==> src/rtl/uart_tx.sv <==
// uart_tx: UART transmitter with a one-entry holding register.
//
// Frame: 1 start bit (low), 8 data bits LSB first, optional parity bit, 1 stop bit (high).
// Each bit lasts D = max(divider, 1) clock cycles. The divider and parity settings are
// latched when a byte moves from the holding register into the shift register, so a
// frame in flight never changes shape.
//
// Ports:
//   clock_i          system clock
//   reset_i          synchronous reset, active-high
//   clock_divider_i  clock cycles per serial bit (0 behaves as 1)
//   parity_bit_i     1 = append a parity bit after data[7]
//   parity_even_i    1 = even parity, 0 = odd parity
//   data_i           byte to transmit
//   write_i          load data_i into the holding register when ready_o = 1
//   serial_o         TX line, idles high
//   ready_o          holding register empty
//   busy_o           a frame is in progress on serial_o
module uart_tx (
    input  logic        clock_i,
    input  logic        reset_i,
    input  logic [15:0] clock_divider_i,
    input  logic        parity_bit_i,
    input  logic        parity_even_i,
    input  logic [7:0]  data_i,
    input  logic        write_i,
    output logic        serial_o,
    output logic        ready_o,
    output logic        busy_o
);

    typedef enum logic [2:0] {
        StIdle,
        StStart,
        StData,
        StParity,
        StStop
    } state_e;

    state_e      state_q;
    logic [7:0]  hold_q;
    logic        hold_valid_q;
    logic [7:0]  shift_q;
    logic [2:0]  bit_idx_q;
    logic [15:0] cyc_q;
    logic [15:0] div_q;
    logic        par_en_q;
    logic        par_val_q;
    logic        serial_q;
    logic        busy_q;

    logic [15:0] div_d;
    logic        par_val_d;
    logic        bit_end;
    logic        load_now;

    // Values captured for the next frame at the moment of transfer.
    assign div_d     = (clock_divider_i == 16'd0) ? 16'd1 : clock_divider_i;
    assign par_val_d = parity_even_i ? (^hold_q) : ~(^hold_q);

    assign bit_end  = (cyc_q == div_q - 16'd1);
    // Transfer from IDLE, or straight out of the last STOP cycle for back-to-back frames.
    assign load_now = hold_valid_q && ((state_q == StIdle) || ((state_q == StStop) && bit_end));

    always_ff @(posedge clock_i) begin
        if (reset_i) begin
            state_q      <= StIdle;
            hold_q       <= 8'h00;
            hold_valid_q <= 1'b0;
            shift_q      <= 8'h00;
            bit_idx_q    <= 3'd0;
            cyc_q        <= 16'd0;
            div_q        <= 16'd1;
            par_en_q     <= 1'b0;
            par_val_q    <= 1'b0;
            serial_q     <= 1'b1;
            busy_q       <= 1'b0;
        end else begin
            // A write while the register is full is dropped; queued data is kept.
            if (write_i && !hold_valid_q) begin
                hold_q       <= data_i;
                hold_valid_q <= 1'b1;
            end

            if (state_q != StIdle) begin
                cyc_q <= bit_end ? 16'd0 : cyc_q + 16'd1;
            end

            unique case (state_q)
                StIdle: begin
                    serial_q <= 1'b1;
                    busy_q   <= 1'b0;
                    cyc_q    <= 16'd0;
                end
                StStart: begin
                    if (bit_end) begin
                        state_q   <= StData;
                        serial_q  <= shift_q[0];
                        shift_q   <= shift_q >> 1;
                        bit_idx_q <= 3'd0;
                    end
                end
                StData: begin
                    if (bit_end) begin
                        if (bit_idx_q == 3'd7) begin
                            state_q  <= par_en_q ? StParity : StStop;
                            serial_q <= par_en_q ? par_val_q : 1'b1;
                        end else begin
                            serial_q  <= shift_q[0];
                            shift_q   <= shift_q >> 1;
                            bit_idx_q <= bit_idx_q + 3'd1;
                        end
                    end
                end
                StParity: begin
                    if (bit_end) begin
                        state_q  <= StStop;
                        serial_q <= 1'b1;
                    end
                end
                StStop: begin
                    if (bit_end) begin
                        state_q  <= StIdle;
                        serial_q <= 1'b1;
                        busy_q   <= 1'b0;
                    end
                end
                default: begin
                    state_q  <= StIdle;
                    serial_q <= 1'b1;
                    busy_q   <= 1'b0;
                end
            endcase

            // Transfer overrides the per-state updates above.
            if (load_now) begin
                state_q      <= StStart;
                shift_q      <= hold_q;
                hold_valid_q <= 1'b0;
                div_q        <= div_d;
                par_en_q     <= parity_bit_i;
                par_val_q    <= par_val_d;
                cyc_q        <= 16'd0;
                serial_q     <= 1'b0;
                busy_q       <= 1'b1;
            end
        end
    end

    assign serial_o = serial_q;
    assign busy_o   = busy_q;
    assign ready_o  = !hold_valid_q;

endmodule

==> config.mk <==
export PLATFORM = sky130hd
export DESIGN_NAME = uart_tx
export DESIGN_NICKNAME = d
export VERILOG_FILES = /design/src/rtl/uart_tx.sv
export SDC_FILE = /design/constraint.sdc
export NUM_CORES = 1
export LEC_CHECK = 0
export BUFFER_PORTS_ARGS = -buffer_cell sky130_fd_sc_hd__buf_2
export CAP_MARGIN = 15
export CORE_UTILIZATION = 53
export DETAILED_ROUTE_END_ITERATION = 7
export HOLD_SLACK_MARGIN = 0.05
export PLACE_DENSITY = 0.81
export SYNTH_ARGS = -nofsm -noshare
export SYNTH_HDL_FRONTEND = slang
export SYNTH_SLANG_ARGS = --single-unit
==> constraint.sdc <==
create_clock -name clock_i -period 3.2 [get_ports clock_i]
set_input_delay 0.64 -clock clock_i [delete_from_list [all_inputs] [get_ports clock_i]]
set_output_delay 0.64 -clock clock_i [all_outputs]
set_load 0.01 [all_outputs]
==> flow_summary.yaml, run 1 <==
cts:
  cts_buffers: 9
  path_clk_slew_ps: 70
  cts_tree: "done"
  ctsRootBufferMaster: "clkbuf_8"
  cts_sinks: 59
  cts.path.max_buffers: 2
  cts_max_level: 3
  clk_latency_ps: 350
placement:
  placed_cell_area_um2: 3550
  gp_congestion: 0.866
  place.detailed.hpwl_um: 5350
  numPortBuffers: 31
  dp.cells: 475
timing:
  rsz0062_at_grt: "true"
  finClkSkew_ps: 8.21
  relSlewSlack_pct: 38.2
  finalSetupViolations: 0
  fin_hold_ws_ps: 473
  finalCriticalPeriod_ps: 3090
  max_freq_mhz: 323
  slew_violations: 0
  worst_pin_slew_ps: 926
  final_hold_viol_count: 0
  final.period_utilization_pct: 96.7
yosys:
  ys_async_sr_fraction_pct: 0
  synth.avg_cell_area_um2: 8.81
  syn-num-nets: 402
  synth_cell_types: 60
  syn_inst: 369
  synth_edf_count: 0
  synthTopCellsByArea: "dfxtp_1 (36%), xor2_1 (5.9%), nor2_1 (5.3%)"
  yosys_most_used_dff: "dfxtp_1"
  synth_seq_cells: 59
  yosysSeqAreaShare_pct: 36.3
  syn_area_um2: 3250
  yosysWarnings: 0
  synth_top_area_cell: "dfxtp_1"
  synth_top_area_share_pct: 36.3
cells_and_area:
  utilization_pct: 63.8
  final_cells: 491
  area_growth_syn_to_layout_pct: 16.3
  final_common_cell: "dfxtp_1"
  nNetsFinal: 444
  layout_common_cells: "dfxtp_1 (59), nor2_1 (46), buf_2 (31)"
  diodes: 0
  fillers: 498
  drive_gt1_share_pct: 24.0
  stdcell_area_um2: 3780
  multi_input_area_um2: 1940
  seqCellArea_um2: 1180
floorplan:
  coreArea_um2: 5920
  die_area_um2: 6450
  pin_count: 32
  rows: 28
  start_util_pct: 54.9
  die_h_um: 80.3
  die_w_um: 80.3
worst_setup_path:
  path_class: "flip-flop to flip-flop"
  critPathCaptureType: "flip-flop"
  crit_top_cell: "buf_4"
  cp_cell_sequence: "inv_1 -> ha_1 -> or4b_4 -> buf_4 -> or4_4 -> a2111o_1 -> o21ai_2 -> a31o_1 -> a21oi_2 -> buf_4 -> o211a_1 -> a31o_2"
  cpMaxStageDelayCell: "or4b_4"
  r2r_cells: 12
  cp.arrival_ps: 3340
  path_max_fanout: 6
  critPathLaunchType: "flip-flop"
  cp.required_ps: 3450
  slowest_delay_ps: 500
global_route:
  gr-usage-all-layers_pct: 24.4
  grt_pass1_vias: 2652
  grt_overflow: 0
  grt_max_degree: 33
  grt_pass1_wl_um: 11900
  antenna_found_initial: 0
routing:
  drt_iter0_drc: 230
  drcViolationCount: 0
  wl_per_cell_um: 14.8
  viasPerCell: 5.71
  num_vias: 2805
  drt_first_pass_iters: 4
  wl_um: 7280
  detail-route-antenna-nets: 0
min_path:
  worst_hold_path_type: "flip-flop to flip-flop"
  min_delay_path_depth: 1
power:
  p_leak_nw: 1.63
  p_per_area_nw_per_um2: 623
  irDropWorstVdd_mv: 0.373
outcome:
  outcome: "completed"
run:
  max_cap_viol_count: 0
critical path: cells and delay by family, from the launching register on:
kind                       cells  cell delay (ps)
AOI/OAI and AO/OA              6             1150
and+or+nand+nor                2              920
buffers and inverters          3              440
DFF                            1              320
adders and majority gates      1              150
synth_stat cells, drive strengths merged (2+ instances only):
master and number:
inv 15, xnor2 17, and2 3, dfxtp 59, nor2b 5, nand3 16, or4 2, or3 5
xor2 22, a41oi 2, o211a 11, nand2 15, a31oi 2, o221a 7, and3 5, a41o 2
clkbuf 14, a211oi 3, nor2 46, a21oi 19, o21ai 9, buf 6, nor3b 4, nand2b 5
nand4 3, mux2 2, ha 4, mux2i 12, nor3 11, o21a 4, nor4 8, a31o 12
registers in the layout (all words and copies together), names as in the netlist:
name          flops
bit_idx_q         3
busy_o            1
cyc_q            16
div_q            16
hold_q            8
hold_valid_q      1
par_en_q          1
par_val_q         1
serial_o          1
shift_q           8
state_q           3
path summary, 6_finish.rpt:
kind              startpoint       end  slack, ps
hold reg to reg     cyc_q[0]  cyc_q[0]        470
hold / removal      cyc_q[0]  cyc_q[0]        470
setup / recovery    div_q[1]  div_q[4]        110
setup reg to reg    div_q[1]  div_q[4]        110
power breakdown:
group / switching [W] / leakage [nW] / internal [W]
Clock: 0.000294 / 0.0991 / 0.000376
Combinational: 0.000433 / 1.05 / 0.000347
Sequential: 0.0000811 / 0.481 / 0.000824
metal layers:
layer | global-route usage, % | vias up | share of wire (%)
li1 | - | 1415 | -
met1 | 29.3 | 1324 | 46
met2 | 40.3 | 54 | 48
met3 | 6.82 | 12 | 3.9
met4 | 11.3 | 0 | 1.7
met5 | 0 | - | 0
timing repair:
item	4_1_cts	5_1_grt
gates resized for setup	2	4
pin swaps	1	2
hold buffers	0	0
setup endpoints to repair	9	47
buffers inserted	0	0
final cells by class:
class | instances | share of cell area [%]
clock buffers | 11 | 3.74
clock inverters | 5 | 1.39
inverters | 16 | 1.59
multi-input cells | 274 | 51.4
flip-flops and latches | 59 | 31.2
well taps | 75 | 2.48
repair buffers | 51 | 8.18
cells by family (layout without fill, tap and decap cells):
| kind of cell | count (synthesis) | count (layout) | synth area share, % |
|---|---|---|---|
| fa+ha+maj | 4 | 4 | 1.54 |
| mux | 14 | 14 | 4.39 |
| simple gates | 133 | 133 | 21.5 |
| xor+xnor | 40 | 40 | 11.2 |
| flops | 59 | 59 | 36.3 |
| compound gates | 83 | 83 | 20.3 |
| buf+inv | 36 | 83 | 4.77 |
through the flow:
| stage | power (W) | setup slack, ps | TNS, ps |
|---|---|---|---|
| after global placement | 0.00164 | 64.9 | 0 |
| final | 0.00236 | 106 | 0 |
| after global routing | 0.00248 | -29.1 | -209 |
| after floorplan | 0.00147 | 95.6 | 0 |
| after detailed placement | 0.00167 | -57.6 | -378 |
| after CTS | 0.00235 | 14.7 | 0 |
(Power assumes the default switching activity.)
==> run 2, diff against run 1 <==
Settings changed: RECOVER_POWER set to 25.
==> run 2 against run 1 <==
  * Combinational power hardly changed
  * Die area stayed put
  * First-iteration DRC count stayed put
  * Highest routed layer unchanged
  * Clock power hardly changed
  * Wire length stayed put
  * Sequential share of layout area hardly changed
  * Via count is 0.18% higher
  * Maximum frequency hardly changed
  * Non-clock buffer count stayed put
  * Final cell count stayed put
  * Largest cell class unchanged
==> flow_summary.yaml, run 2 (synthesis gave the netlist of run 1 again) <==
outcome:
  outcome: "completed"
floorplan:
  coreArea_um2: 5920
  die_h_um: 80.3
  start_util_pct: 54.9
  die_w_um: 80.3
  rows: 28
  die_area_um2: 6450
  pin_count: 32
placement:
  pre_cts_slack_ps: -57.6
  place.detailed.hpwl_um: 5350
  numPortBuffers: 31
  gp_congestion: 0.866
  dp.cells: 475
timing:
  finalSetupViolations: 0
  slew_violations: 0
  worst_pin_slew_ps: 919
  tns_ps: 0
  finalCriticalPeriod_ps: 3090
  finClkSkew_ps: 8.19
  final_hold_viol_count: 0
  worst_slack_ps: 106
  fin_hold_ws_ps: 473
  rsz0062_at_grt: "true"
  final.period_utilization_pct: 96.7
  relSlewSlack_pct: 38.6
  max_freq_mhz: 323
routing:
  num_vias: 2810
  wl_um: 7280
  drt_iter0_drc: 230
  detail-route-antenna-nets: 0
  wl_per_cell_um: 14.8
  drcViolationCount: 0
  drt_first_pass_iters: 4
  viasPerCell: 5.72
cts:
  cts_tree: "done"
  ctsRootBufferMaster: "clkbuf_8"
  cts_sinks: 59
  cts_max_level: 3
  clk_latency_ps: 350
  path_clk_slew_ps: 70
  cts.path.max_buffers: 2
  cts_setup_buffers: 0
  cts_buffers: 9
cells_and_area:
  final_cells: 491
  nNetsFinal: 444
  top_regs: "cyc_q x16, div_q x16"
  layout_common_cells: "dfxtp_1 (59), nor2_1 (46), buf_2 (28)"
  fillers: 499
  drive_gt1_share_pct: 23.3
  diodes: 0
  area_growth_syn_to_layout_pct: 16.2
  final_common_cell: "dfxtp_1"
worst_setup_path:
  r2r-start: "div_q[1]"
  cp.required_ps: 3450
  r2r_cells: 12
  path_class: "flip-flop to flip-flop"
  path_max_fanout: 6
  crit_start: "div_q[1]"
  reg2reg_slack_ps: 110
  critPathLaunchType: "flip-flop"
  cp.arrival_ps: 3340
  crit_end: "div_q[4]"
  critPathCaptureType: "flip-flop"
  r2r-end: "div_q[4]"
power:
  p_per_area_nw_per_um2: 624
  p_total_w: 0.00235
  p_leak_nw: 1.62
  irDropWorstVdd_mv: 0.373
global_route:
  grt_overflow: 0
  grt_pass1_vias: 2652
  grt_max_degree: 33
  grt_pass1_wl_um: 11900
  gr-usage-all-layers_pct: 24.4
  antenna_found_initial: 0
min_path:
  worst_hold_path_type: "flip-flop to flip-flop"
run:
  max_cap_viol_count: 0
-- run 2: cell types whose count changed in the layout (fill, tap and decap cells not counted), sizes merged --
cell,delta
buf,-3
clkbuf,+3
-- run 2: final cells by class --
| class | instances | area (µm²) | share of cell area [%] |
|---|---|---|---|
| clock buffers | 11 | 141 | 3.74 |
| clock inverters | 5 | 52.6 | 1.39 |
| inverters | 16 | 60.1 | 1.59 |
| multi-input cells | 274 | 1940 | 51.4 |
| flip-flops and latches | 59 | 1180 | 31.3 |
| well taps | 75 | 93.8 | 2.49 |
| repair buffers | 51 | 305 | 8.08 |
-- run 2: worst max-delay path, stage by stage, from the launching register on --
cell and delay (ps):
dfxtp_1 320, inv_1 70, ha_1 150, or4b_4 500, buf_4 180, or4_4 420, a2111o_1 370, o21ai_2 90
a31o_1 170, a21oi_2 110, buf_4 190, o211a_1 210, a31o_2 200
-- run 2: through the flow --
| stage | instance area, µm² | util [%] |
|---|---|---|
| final | 3780 | 63.8 |
| after global routing | 3780 | 63.8 |
| after CTS | 3760 | 63.5 |
| after detailed placement | 3550 | 60.0 |
| after global placement | 3550 | 60.0 |
| after floorplan | 3250 | - |
-- run 2: power by group --
group | leakage, nW | internal [W] | switching (W)
combinational | 1.04 | 0.000345 | 0.000434
sequential | 0.481 | 0.000824 | 0.0000814
clock | 0.0991 | 0.000376 | 0.000294
-- run 2: worst min-delay path by stage --
stage | end | from | cells after the start
2_1_floorplan | cyc_q[0] | cyc_q[0] | 1
3_3_place_gp | bit_idx_q[1] | bit_idx_q[1] | 2
3_5_place_dp | cyc_q[0] | cyc_q[0] | 1
4_1_cts | bit_idx_q[2] | bit_idx_q[2] | 2
5_1_grt | bit_idx_q[2] | bit_idx_q[2] | 2
6_report | cyc_q[0] | cyc_q[0] | 1
-- run 2: what timing repair did --
item,4_1_cts,5_1_grt
pin swaps,1,2
endpoints found under the setup margin,9,47
hold buffers,0,0
resized for setup,2,4
-- run 2: routing by layer --
layer	track usage, %	share of wire (%)	vias to the layer above
li1	-	-	1416
met4	11.3	1.7	0
met3	6.82	4.1	12
met1	29.3	46	1324
met2	40.3	48	58
met5	0	0	-
